--- src/rtl/countdown100_pkg.sv ---
// ---------------------------------------------------------------------------
// count100_pkg
// Shared definitions for the count100 family (count100 / countdown100):
//   - default width and modulo of the counter
//   - BCD digit width
//   - FSM state type used by countdown100
//   - two-digit BCD helper used when a binary value is loaded
// ---------------------------------------------------------------------------
package count100_pkg;

    localparam int MODULO_DEFAULT = 100;
    localparam int WIDTH_DEFAULT  = 8;
    localparam int BCD_W          = 4;

    typedef enum logic [1:0] {
        IDLE = 2'd0,
        RUN  = 2'd1,
        HOLD = 2'd2
    } cd_state_t;

    typedef struct packed {
        logic [BCD_W-1:0] tens;
        logic [BCD_W-1:0] ones;
    } bcd2_t;

    // Split a value below 100 into decimal digits. This is only used on
    // load/reload; the running count is decremented digit-wise.
    function automatic bcd2_t to_bcd2(input int unsigned v);
        bcd2_t r;
        r.tens = BCD_W'((v / 10) % 10);
        r.ones = BCD_W'(v % 10);
        return r;
    endfunction

endpackage

--- src/rtl/countdown100_if.sv ---
// ---------------------------------------------------------------------------
// countdown100_if
// Sequencer-side bundle of countdown100.
//   master : controlling sequencer (drives start/load_val/pause/stop)
//   slave  : countdown100 (drives count/tens/ones/busy/done)
// Signals:
//   start     level request to load and begin counting (honoured in IDLE)
//   load_val  start value, sampled when start is accepted
//   pause     hold the count while high
//   stop      abort back to IDLE without done
//   count     binary count
//   tens/ones BCD view of count
//   busy      high while counting or paused
//   done      one-cycle pulse on terminal count
// ---------------------------------------------------------------------------
interface countdown100_if import count100_pkg::*; #(
    parameter int WIDTH = WIDTH_DEFAULT
);

    logic             start;
    logic [WIDTH-1:0] load_val;
    logic             pause;
    logic             stop;
    logic [WIDTH-1:0] count;
    logic [BCD_W-1:0] tens;
    logic [BCD_W-1:0] ones;
    logic             busy;
    logic             done;

    modport master (
        output start, load_val, pause, stop,
        input  count, tens, ones, busy, done
    );

    modport slave (
        input  start, load_val, pause, stop,
        output count, tens, ones, busy, done
    );

endinterface

--- src/rtl/countdown100_bcd_down_digit.sv ---
// ---------------------------------------------------------------------------
// bcd_down_digit
// One BCD decade of a down-counter.
// Ports:
//   clk         system clock, rising edge
//   reset       asynchronous active-low reset (value -> 0)
//   load        load load_val (has priority over dec_en)
//   load_val    digit value to load, 0..9
//   dec_en      decrement this digit; 0 wraps to 9
//   value       current digit
//   borrow_out  high when dec_en and value==0, i.e. the next decade
//               must decrement on this edge
// ---------------------------------------------------------------------------
module bcd_down_digit import count100_pkg::*; (
    input  logic             clk,
    input  logic             reset,
    input  logic             load,
    input  logic [BCD_W-1:0] load_val,
    input  logic             dec_en,
    output logic [BCD_W-1:0] value,
    output logic             borrow_out
);

    always_ff @(posedge clk or negedge reset) begin
        if (!reset) begin
            value <= '0;
        end else if (load) begin
            value <= load_val;
        end else if (dec_en) begin
            value <= (value == '0) ? BCD_W'(9) : value - BCD_W'(1);
        end
    end

    assign borrow_out = dec_en && (value == '0);

endmodule

--- src/rtl/countdown100.sv ---
// ---------------------------------------------------------------------------
// countdown100
// Loadable modulo-100 down-counter with binary and two-digit BCD outputs,
// used as a frame/line countdown timer. Start/busy/done handshake toward
// the sequencer; pause freezes the count, stop aborts without done.
//
// Ports:
//   clk    system clock, rising edge
//   reset  asynchronous active-low reset
//   bus    countdown100_if.slave (start, load_val, pause, stop in;
//          count, tens, ones, busy, done out)
//
// Build option:
//   COUNTDOWN100_AUTO_RELOAD_EN  when defined, terminal count pulses done
//   and reloads the latched value in the same edge, staying in RUN until
//   stop or reset. Undefined: terminal count returns to IDLE.
//
// state | meaning
// ------+-------------------------------------------------------------
// IDLE  | waiting for start; count holds its last value
// RUN   | decrementing once per edge; terminal at count==0
// HOLD  | paused; count frozen until pause drops or stop
// ---------------------------------------------------------------------------
module countdown100 import count100_pkg::*; #(
    parameter int WIDTH  = WIDTH_DEFAULT,
    parameter int MODULO = MODULO_DEFAULT
) (
    input  logic           clk,
    input  logic           reset,
    countdown100_if.slave  bus
);

    localparam logic [WIDTH-1:0] MAX_VAL = WIDTH'(MODULO - 1);

    cd_state_t        state;
    logic [WIDTH-1:0] count_q;
    logic [WIDTH-1:0] latched_q;
    logic             busy_q;
    logic             done_q;

    logic [WIDTH-1:0] load_clip;
    logic             accept;
    logic             at_zero;
    logic             run_go;
    logic             dec_en;
    logic             reload;
    logic             digit_load;
    bcd2_t            load_bcd;

    logic [BCD_W-1:0] tens_q;
    logic [BCD_W-1:0] ones_q;
    logic             ones_borrow;
    logic             unused_tens_borrow;

    assign load_clip = (bus.load_val > MAX_VAL) ? MAX_VAL : bus.load_val;
    assign accept    = (state == IDLE) && bus.start;
    assign at_zero   = (count_q == '0);

    // RUN edge that is neither stopped nor paused: either a decrement or
    // the terminal-count edge.
    assign run_go    = (state == RUN) && !bus.stop && !bus.pause;
    assign dec_en    = run_go && !at_zero;

`ifdef COUNTDOWN100_AUTO_RELOAD_EN
    assign reload    = run_go && at_zero;
`else
    assign reload    = 1'b0;
`endif

    // Digits only need a binary->BCD conversion on load/reload; the running
    // count is tracked digit-wise so tens/ones never lag count.
    assign digit_load = accept || reload;
    assign load_bcd   = to_bcd2(32'(accept ? load_clip : latched_q));

    always_ff @(posedge clk or negedge reset) begin
        if (!reset) begin
            state     <= IDLE;
            count_q   <= '0;
            latched_q <= '0;
            busy_q    <= 1'b0;
            done_q    <= 1'b0;
        end else begin
            done_q <= 1'b0;
            case (state)
                IDLE: begin
                    if (bus.start) begin
                        count_q   <= load_clip;
                        latched_q <= load_clip;
                        busy_q    <= 1'b1;
                        state     <= RUN;
                    end
                end
                RUN: begin
                    if (bus.stop) begin
                        busy_q <= 1'b0;
                        state  <= IDLE;
                    end else if (bus.pause) begin
                        state  <= HOLD;
                    end else if (at_zero) begin
                        done_q <= 1'b1;
`ifdef COUNTDOWN100_AUTO_RELOAD_EN
                        count_q <= latched_q;
`else
                        busy_q  <= 1'b0;
                        state   <= IDLE;
`endif
                    end else begin
                        count_q <= count_q - WIDTH'(1);
                    end
                end
                HOLD: begin
                    if (bus.stop) begin
                        busy_q <= 1'b0;
                        state  <= IDLE;
                    end else if (!bus.pause) begin
                        // Resume edge only changes state; the next edge decrements.
                        state  <= RUN;
                    end
                end
                default: begin
                    busy_q <= 1'b0;
                    state  <= IDLE;
                end
            endcase
        end
    end

    bcd_down_digit u_ones (
        .clk        (clk),
        .reset      (reset),
        .load       (digit_load),
        .load_val   (load_bcd.ones),
        .dec_en     (dec_en),
        .value      (ones_q),
        .borrow_out (ones_borrow)
    );

    // The count never goes below 0, so the tens borrow has no consumer.
    bcd_down_digit u_tens (
        .clk        (clk),
        .reset      (reset),
        .load       (digit_load),
        .load_val   (load_bcd.tens),
        .dec_en     (ones_borrow),
        .value      (tens_q),
        .borrow_out (unused_tens_borrow)
    );

    assign bus.count = count_q;
    assign bus.tens  = tens_q;
    assign bus.ones  = ones_q;
    assign bus.busy  = busy_q;
    assign bus.done  = done_q;

endmodule
--- src/flat_wrapper.sv ---
// flat-port wrapper written by rule: the top's interface ports become plain ports
module countdown100_flat import count100_pkg::*;
#(
    parameter int WIDTH  = WIDTH_DEFAULT,
    parameter int MODULO = MODULO_DEFAULT
)
  (clk, reset, bus_start, bus_load_val, bus_pause, bus_stop, bus_count, bus_tens, bus_ones, bus_busy, bus_done);
  countdown100_if #(.WIDTH(WIDTH)) bus_i ();
  input  logic clk;
  input  logic reset;
  input wire logic [$bits(bus_i.start)-1:0] bus_start;
  input wire logic [$bits(bus_i.load_val)-1:0] bus_load_val;
  input wire logic [$bits(bus_i.pause)-1:0] bus_pause;
  input wire logic [$bits(bus_i.stop)-1:0] bus_stop;
  output wire logic [$bits(bus_i.count)-1:0] bus_count;
  output wire logic [$bits(bus_i.tens)-1:0] bus_tens;
  output wire logic [$bits(bus_i.ones)-1:0] bus_ones;
  output wire logic [$bits(bus_i.busy)-1:0] bus_busy;
  output wire logic [$bits(bus_i.done)-1:0] bus_done;
  assign bus_i.start = bus_start;
  assign bus_i.load_val = bus_load_val;
  assign bus_i.pause = bus_pause;
  assign bus_i.stop = bus_stop;
  assign bus_count = bus_i.count;
  assign bus_tens = bus_i.tens;
  assign bus_ones = bus_i.ones;
  assign bus_busy = bus_i.busy;
  assign bus_done = bus_i.done;
  countdown100 #(.WIDTH(WIDTH), .MODULO(MODULO)) u_core (.clk(clk), .reset(reset), .bus(bus_i));
endmodule
--- config.mk ---
export PLATFORM = sky130hd
export DESIGN_NAME = countdown100_flat
export DESIGN_NICKNAME = d
export VERILOG_FILES = /design/src/rtl/countdown100_pkg.sv /design/src/rtl/countdown100_if.sv /design/src/rtl/countdown100_bcd_down_digit.sv /design/src/rtl/countdown100.sv /design/src/flat_wrapper.sv
export SDC_FILE = /design/constraint.sdc
export NUM_CORES = 1
export LEC_CHECK = 0
export BUFFER_PORTS_ARGS = -buffer_cell sky130_fd_sc_hd__buf_4
export CAP_MARGIN = 20
export CORE_MARGIN = 3
export CORE_UTILIZATION = 48
export CTS_BUF_LIST = sky130_fd_sc_hd__clkbuf_4 sky130_fd_sc_hd__clkbuf_8
export CTS_CLUSTER_DIAMETER = 120
export DETAILED_ROUTE_END_ITERATION = 6
export PLACE_DENSITY = 0.76
export SYNTH_ARGS = -nofsm -noshare
export SYNTH_HDL_FRONTEND = slang
export SYNTH_SLANG_ARGS = --single-unit
--- constraint.sdc ---
create_clock -name clk -period 5.7 [get_ports clk]
set_clock_uncertainty 0.05 [all_clocks]
set_input_delay 0.855 -clock clk [delete_from_list [all_inputs] [get_ports clk]]
set_output_delay 0.855 -clock clk [all_outputs]
set_load 0.005 [all_outputs]
Word-level counts from Yosys, hierarchy flattened
Cells that the tools add are included.
{"block": "totals", "ff_bits": 28, "out_inout_bits": 18, "word_cells": 74}
{"block": "op_classes", "n_addsub": 3, "div": 3, "order_cmp": 1, "n_eq_ne": 11, "n_mux": 30, "reduce_logical": 19}
{"op": "32-bit by 4-bit remainder unit with 32-bit output (second input constant)", "n": 2}
{"op": "8-bit 2-to-1 mux", "n": 6}
{"op": "32-bit by 4-bit divider with 32-bit output (second input constant)", "n": 1}
{"op": "4-bit 2-to-1 mux", "n": 6}
{"op": "8-bit one-hot mux with 2 select lines", "n": 1}
{"op": "2-bit 2-to-1 mux", "n": 6}
{"op": "2-bit inequality test (second input constant)", "n": 5}
{"op": "1-bit 2-to-1 mux", "n": 9}
{"op": "8-bit by 7-bit > comparator with 1-bit output (second input constant)", "n": 1}
{"op": "4-bit logical NOT", "n": 2}
{"op": "8-bit logical NOT", "n": 1}
{"op": "4-bit by 1-bit subtractor with 4-bit output (second input constant)", "n": 2}
{"op": "8-bit by 1-bit subtractor with 8-bit output (second input constant)", "n": 1}
{"op": "3-bit inequality test (second input constant)", "n": 2}
{"op": "2-bit one-hot mux with 3 select lines", "n": 1}
{"op": "2-bit nonzero test", "n": 3}
{"op": "1-bit logical AND", "n": 5}
{"op": "5-bit AND reduction", "n": 1}
{"op": "4-bit by 3-bit inequality test with 1-bit output (second input constant)", "n": 1}
{"op": "4-bit AND reduction", "n": 1}
{"op": "1-bit logical NOT", "n": 3}
{"op": "3-bit by 2-bit inequality test with 1-bit output (second input constant)", "n": 1}
{"op": "1-bit one-hot mux with 3 select lines", "n": 1}
{"op": "3-bit AND reduction", "n": 1}
{"op": "other kinds (4)", "n": 4}

Longest topological paths before layout
{"block": "logic_depth", "word_depth": 7, "ltp_mapped": 19, "depth_no_buf": 15}

By module
Synthesis repeated with hierarchy kept, for this count alone.
{"block": "unflattened", "cells_unflattened": 330, "hier_area_um2": 2711.4}
{"mod": "countdown100", "instances": 1, "cells_each": 286, "area_each_um2": 2248.4, "seq_area_each_um2": 500.5}
{"mod": "bcd_down_digit", "instances": 2, "cells_each": 22, "area_each_um2": 231.5, "seq_area_each_um2": 100.1}

Worst setup path before layout
OpenSTA, ideal clock, no wires.
{"block": "synth_timing", "kind": "in2reg", "startpoint": "input port bus_start", "endpoint": "register u_core.u_ones.value[2]", "setup_time_ns": 0.120, "arrival_ns": 4.335, "path_slack_ns": 1.195, "stages": 17, "n_path_buf": 3, "cell_sequence": "or3b_1 buf_2 clkbuf_1 clkbuf_1 nor4_1 a21oi_1 ha_1 nand2b_1 o21ai_0 a22oi_1 mux2_2 mux2i_1 a32o_1 a22oi_2 a21oi_2 or3_1 a31o_1"}
{"block": "synth_via", "elab_chain_len": 4}
{"item": "start, declared", "line_no": "flat_wrapper.sv:11", "rtl": "input wire logic [$bits(bus_i.start)-1:0] bus_start;"}
{"item": "1-bit logical AND (*)", "line_no": "countdown100.sv:56", "rtl": "assign accept = (state == IDLE) && bus.start;"}
{"item": "8-bit 2-to-1 mux", "line_no": "countdown100.sv:73", "rtl": "assign load_bcd = to_bcd2(32'(accept ? load_clip : latched_q));"}
{"item": "32-bit by 4-bit remainder unit with 32-bit output", "line_no": "countdown100_pkg.sv:31", "rtl": "r.ones = BCD_W'(v % 10);"}
{"item": "4-bit 2-to-1 mux", "line_no": "countdown100_bcd_down_digit.sv:27", "rtl": "end else if (load) begin"}
{"item": "end signal, assigned", "line_no": "countdown100_bcd_down_digit.sv:28", "rtl": "value <= load_val;"}
{"item": "end signal, assigned", "line_no": "countdown100_bcd_down_digit.sv:30", "rtl": "value <= (value == '0) ? BCD_W'(9) : value - BCD_W'(1);"}
{"item": "end, declared", "line_no": "countdown100_bcd_down_digit.sv:20", "rtl": "output logic [BCD_W-1:0] value,"}
Every way passes the cells marked *; elsewhere a longest branch is shown, timed or not.
A chain may end at the register's enable or synchronous reset.

Final worst setup path
Ends and elaborated chain as after synthesis.

==> reports/results.txt <==
WL final: 5410 um
Hold Path Class: in2async
EDFF count, synth: 0
post-route ant nets: 0
syn_nets: 284
delay-heaviest family, CP: compound AO/OA/AOI/OAI gates
Final setup viols: 0
Cell Chain, Critical Path: buf_4 -> or3b_1 -> nor4_1 -> a21oi_1 -> ha_1 -> nand4bb_1 -> o221ai_1 -> o21ai_0 -> a31oi_1 -> o311ai_0 -> o311ai_0 -> o21ai_1 -> a21oi_2 -> or3_1 -> a31o_1
ys flop type: dfrtp_1
min Tclk post-route: 4.35 ns
first-pass GRT wire length: 9490 um
maximum clock insertion buffer count: 2
RSZ-0062 raised after global routing: false
M2 GR Usage: 0.370
Row Count: 23
Post-CTS Resized: 0
Worst Path Buf+Inv: 1
Setup crit end: u_core.u_ones.value[2]
synth warn: 0
DR DRC count: 0
reg2reg end: u_core.u_ones.value[2]
H-tree levels: 1
Post-Layout Cell Count: 341
Slew HR: 0.477
R2R setup slack: 1.52 ns
Fmax achieved: 0.230 GHz
GRT busiest layer: met2
sw frac: 0.415
R2R cell count: 14
Flop pwr share: 0.371
most used cell, CP: o311ai_0
gpl congestion: 0.916
worst skew pair latency: 0.27 ns
Inserted Diodes: 0
all-layer global routing usage: 0.221
async set or reset register ratio after synthesis: 1.00
dpl cells: 337
Detailed Route Iter0 Violations: 135
crit path from: bus_start
Die Area: 0.00525 mm2
# Post-CTS Setup Buffers: 0
Nets: 308
synthesized instance count: 268
outcome: complete, no violations
DR vias: 2165
Slew @ Worst Pin: 0.785 ns
grt met3 use: 0.0277
Worst path slowest cell: or3b_1
Seq/Total Area, Yosys: 0.319
initial antenna violation count: 0
Area contributors post-synth: dfrtp_1 32%, o21ai_0 5.4%, nand2_1 5.0%
Tcrit/Tclk final: 0.763
Pint: 490 uW
Layout Area Growth over Synthesis: 14.1%
P_sw: 347 uW
TritonCTS clock tree: built
Setup CP Type: in2reg
1st-pass router iterations: 4
setup tns final: 0 ns
Worst setup EP type: flip-flop
IO Pins: 31
global route overflow: 0
Worst Path Arrival: 4.47 ns
post-synth cell types: 66
DP HPWL: 4110 um
critical path data required time: 5.82 ns
core area: 0.00412 mm2
Hold Buf Count CTS: 0
PD cells: 346 mW/mm2
Max Cap Violations: 0
Synth top area share: 0.319
Pins Over Slew Limit: 0
cell taking the most area after synthesis: dfrtp_1
Mean Syn Cell Area: 7.91 um2
Synth Register Bits: 27
met1 Use GR: 0.307
Logic pwr share: 0.494
initial core utilization: 0.515
share of cells above drive strength 1: 0.168
Clk pin slew, worst setup/hold paths: 0.10 ns
CTS Root Cell: clkbuf_8
WHS: 0.431 ns
most frequent cell after synthesis: nand2_1
crit path max fanout: 10
Critical Path Source Type: input port
Synth top cells by count: 28 x nand2_1, 27 x dfrtp_1, 24 x nor2_1
Via-to-Cell Ratio: 6.35
CP max stage delay: 0.49 ns
Crit path depth: 15
largest net degree at the start of global routing: 28
vias in the first global route: 2107
Die Wd: 72.5 um
clock power share: 0.135
worst vdd ir: 0.000202 V
PortBufs: 30
CTS Sinks: 27
CTS buffer count: 3
die height: 72.5 um
FF-to-FF Start: u_core.state[1]
final number of hold-violating endpoints: 0
Mapped Area: 0.00212 mm2
DR WL/cell: 15.9 um
Lkg Pwr: 0.000993 uW
## routing by layer
layer,up-vias,part of all wire,wire (um)
li1,1051,-,-
met1,1054,0.46,2480
met2,53,0.49,2650
met3,7,0.043,232
met4,0,0.0089,48
met5,-,0,0
## area by class of cell
| class | count | area [um2] |
|---|---|---|
| Inverter | 7 | 26.3 |
| Tap cell | 50 | 62.6 |
| Sequential cell | 27 | 676 |
| Multi-Input combinational cell | 221 | 1370 |
| Clock buffer | 3 | 41.3 |
| Clock inverter | 1 | 7.51 |
| Timing Repair Buffer | 32 | 240 |
| Fill cell | 398 | 1700 |
## worst min path at each step
stage / end / slack [ns] / cells after the start / from
3_3_place_gp: u_core.bus.busy / 0.45 / 2 / u_core.bus.busy
4_1_cts: u_core.u_ones.value[3] / 0.44 / 1 / reset
6_report: u_core.u_ones.value[2] / 0.43 / 1 / reset
3_5_place_dp: u_core.bus.busy / 0.46 / 2 / u_core.bus.busy
2_1_floorplan: u_core.bus.busy / 0.45 / 2 / u_core.bus.busy
5_1_grt: u_core.u_tens.value[0] / 0.44 / 1 / reset
## power groups by stage
| stage | combinational (uW) | sequential [uW] | clock [uW] |
|---|---|---|---|
| after floorplan | 285 | 297 | 0 |
| after global placement | 406 | 311 | 0 |
| after detailed placement | 410 | 314 | 0 |
| after CTS | 413 | 309 | 116 |
| after global routing | 465 | 322 | 124 |
| final | 413 | 311 | 113 |
## cells by family after synthesis
logic type | Yosys count | share of synthesized area
compound gates | 95 | 0.299
simple gates | 112 | 0.277
buf+inv | 20 | 0.0395
mux | 3 | 0.0148
fa+ha+maj | 3 | 0.0177
xor+xnor | 8 | 0.0331
flops | 27 | 0.319
## through the flow
step / setup slack (ns) / instance area (um2) / util / power (uW)
final: 1.35 / 2420 / 0.588 / 837
after floorplan: 1.19 / 2120 / - / 582
after global placement: 1.26 / 2370 / 0.576 / 717
after CTS: 1.37 / 2420 / 0.588 / 838
after global routing: 0.920 / 2420 / 0.588 / 911
after detailed placement: 1.08 / 2370 / 0.576 / 724
## layout by cell type (no fill, tap or decap), types with 2 or more instances in the layout
cell type	instances
a211oi_1	2
a21oi_1	19
a22o_1	2
a31oi_1	4
a32o_1	2
and2_1	3
and3_1	5
buf_4	32
clkbuf_8	3
dfrtp_1	27
ha_1	3
inv_1	6
mux2i_1	2
nand2_1	28
nand2b_1	7
nand3_1	9
nand3b_1	2
nand4_1	3
nor2_1	24
nor2b_1	3
nor3_1	6
nor4_1	4
o211ai_1	5
o21a_1	5
o21ai_0	23
o21ai_1	4
o21bai_1	3
o221a_2	2
o22ai_1	2
o311ai_0	3
o31ai_1	2
or3_1	5
or4_1	2
xnor2_1	6
xor2_1	2
## worst reg2reg max path: stages, from the launching register on
cell and delay [ns]:
dfrtp_1 0.44, or3b_1 0.54, nor4_1 0.23, a21oi_1 0.07, ha_1 0.34, nand4bb_1 0.17
o221ai_1 0.14, o21ai_0 0.45, a31oi_1 0.21, o311ai_0 0.34, o311ai_0 0.18, o21ai_1 0.23
a21oi_2 0.10, or3_1 0.36, a31o_1 0.22
## state kept, by name, summed over array words and instances, names as in the netlist
| name | cells |
|---|---|
| u_core.u_tens.value | 4 |
| u_core.bus.count | 8 |
| u_core.bus.busy | 1 |
| u_core.u_ones.value | 4 |
| u_core.state | 2 |
| u_core.latched_q | 7 |
| u_core.bus.done | 1 |
Power figures use the tool's default switching activity.
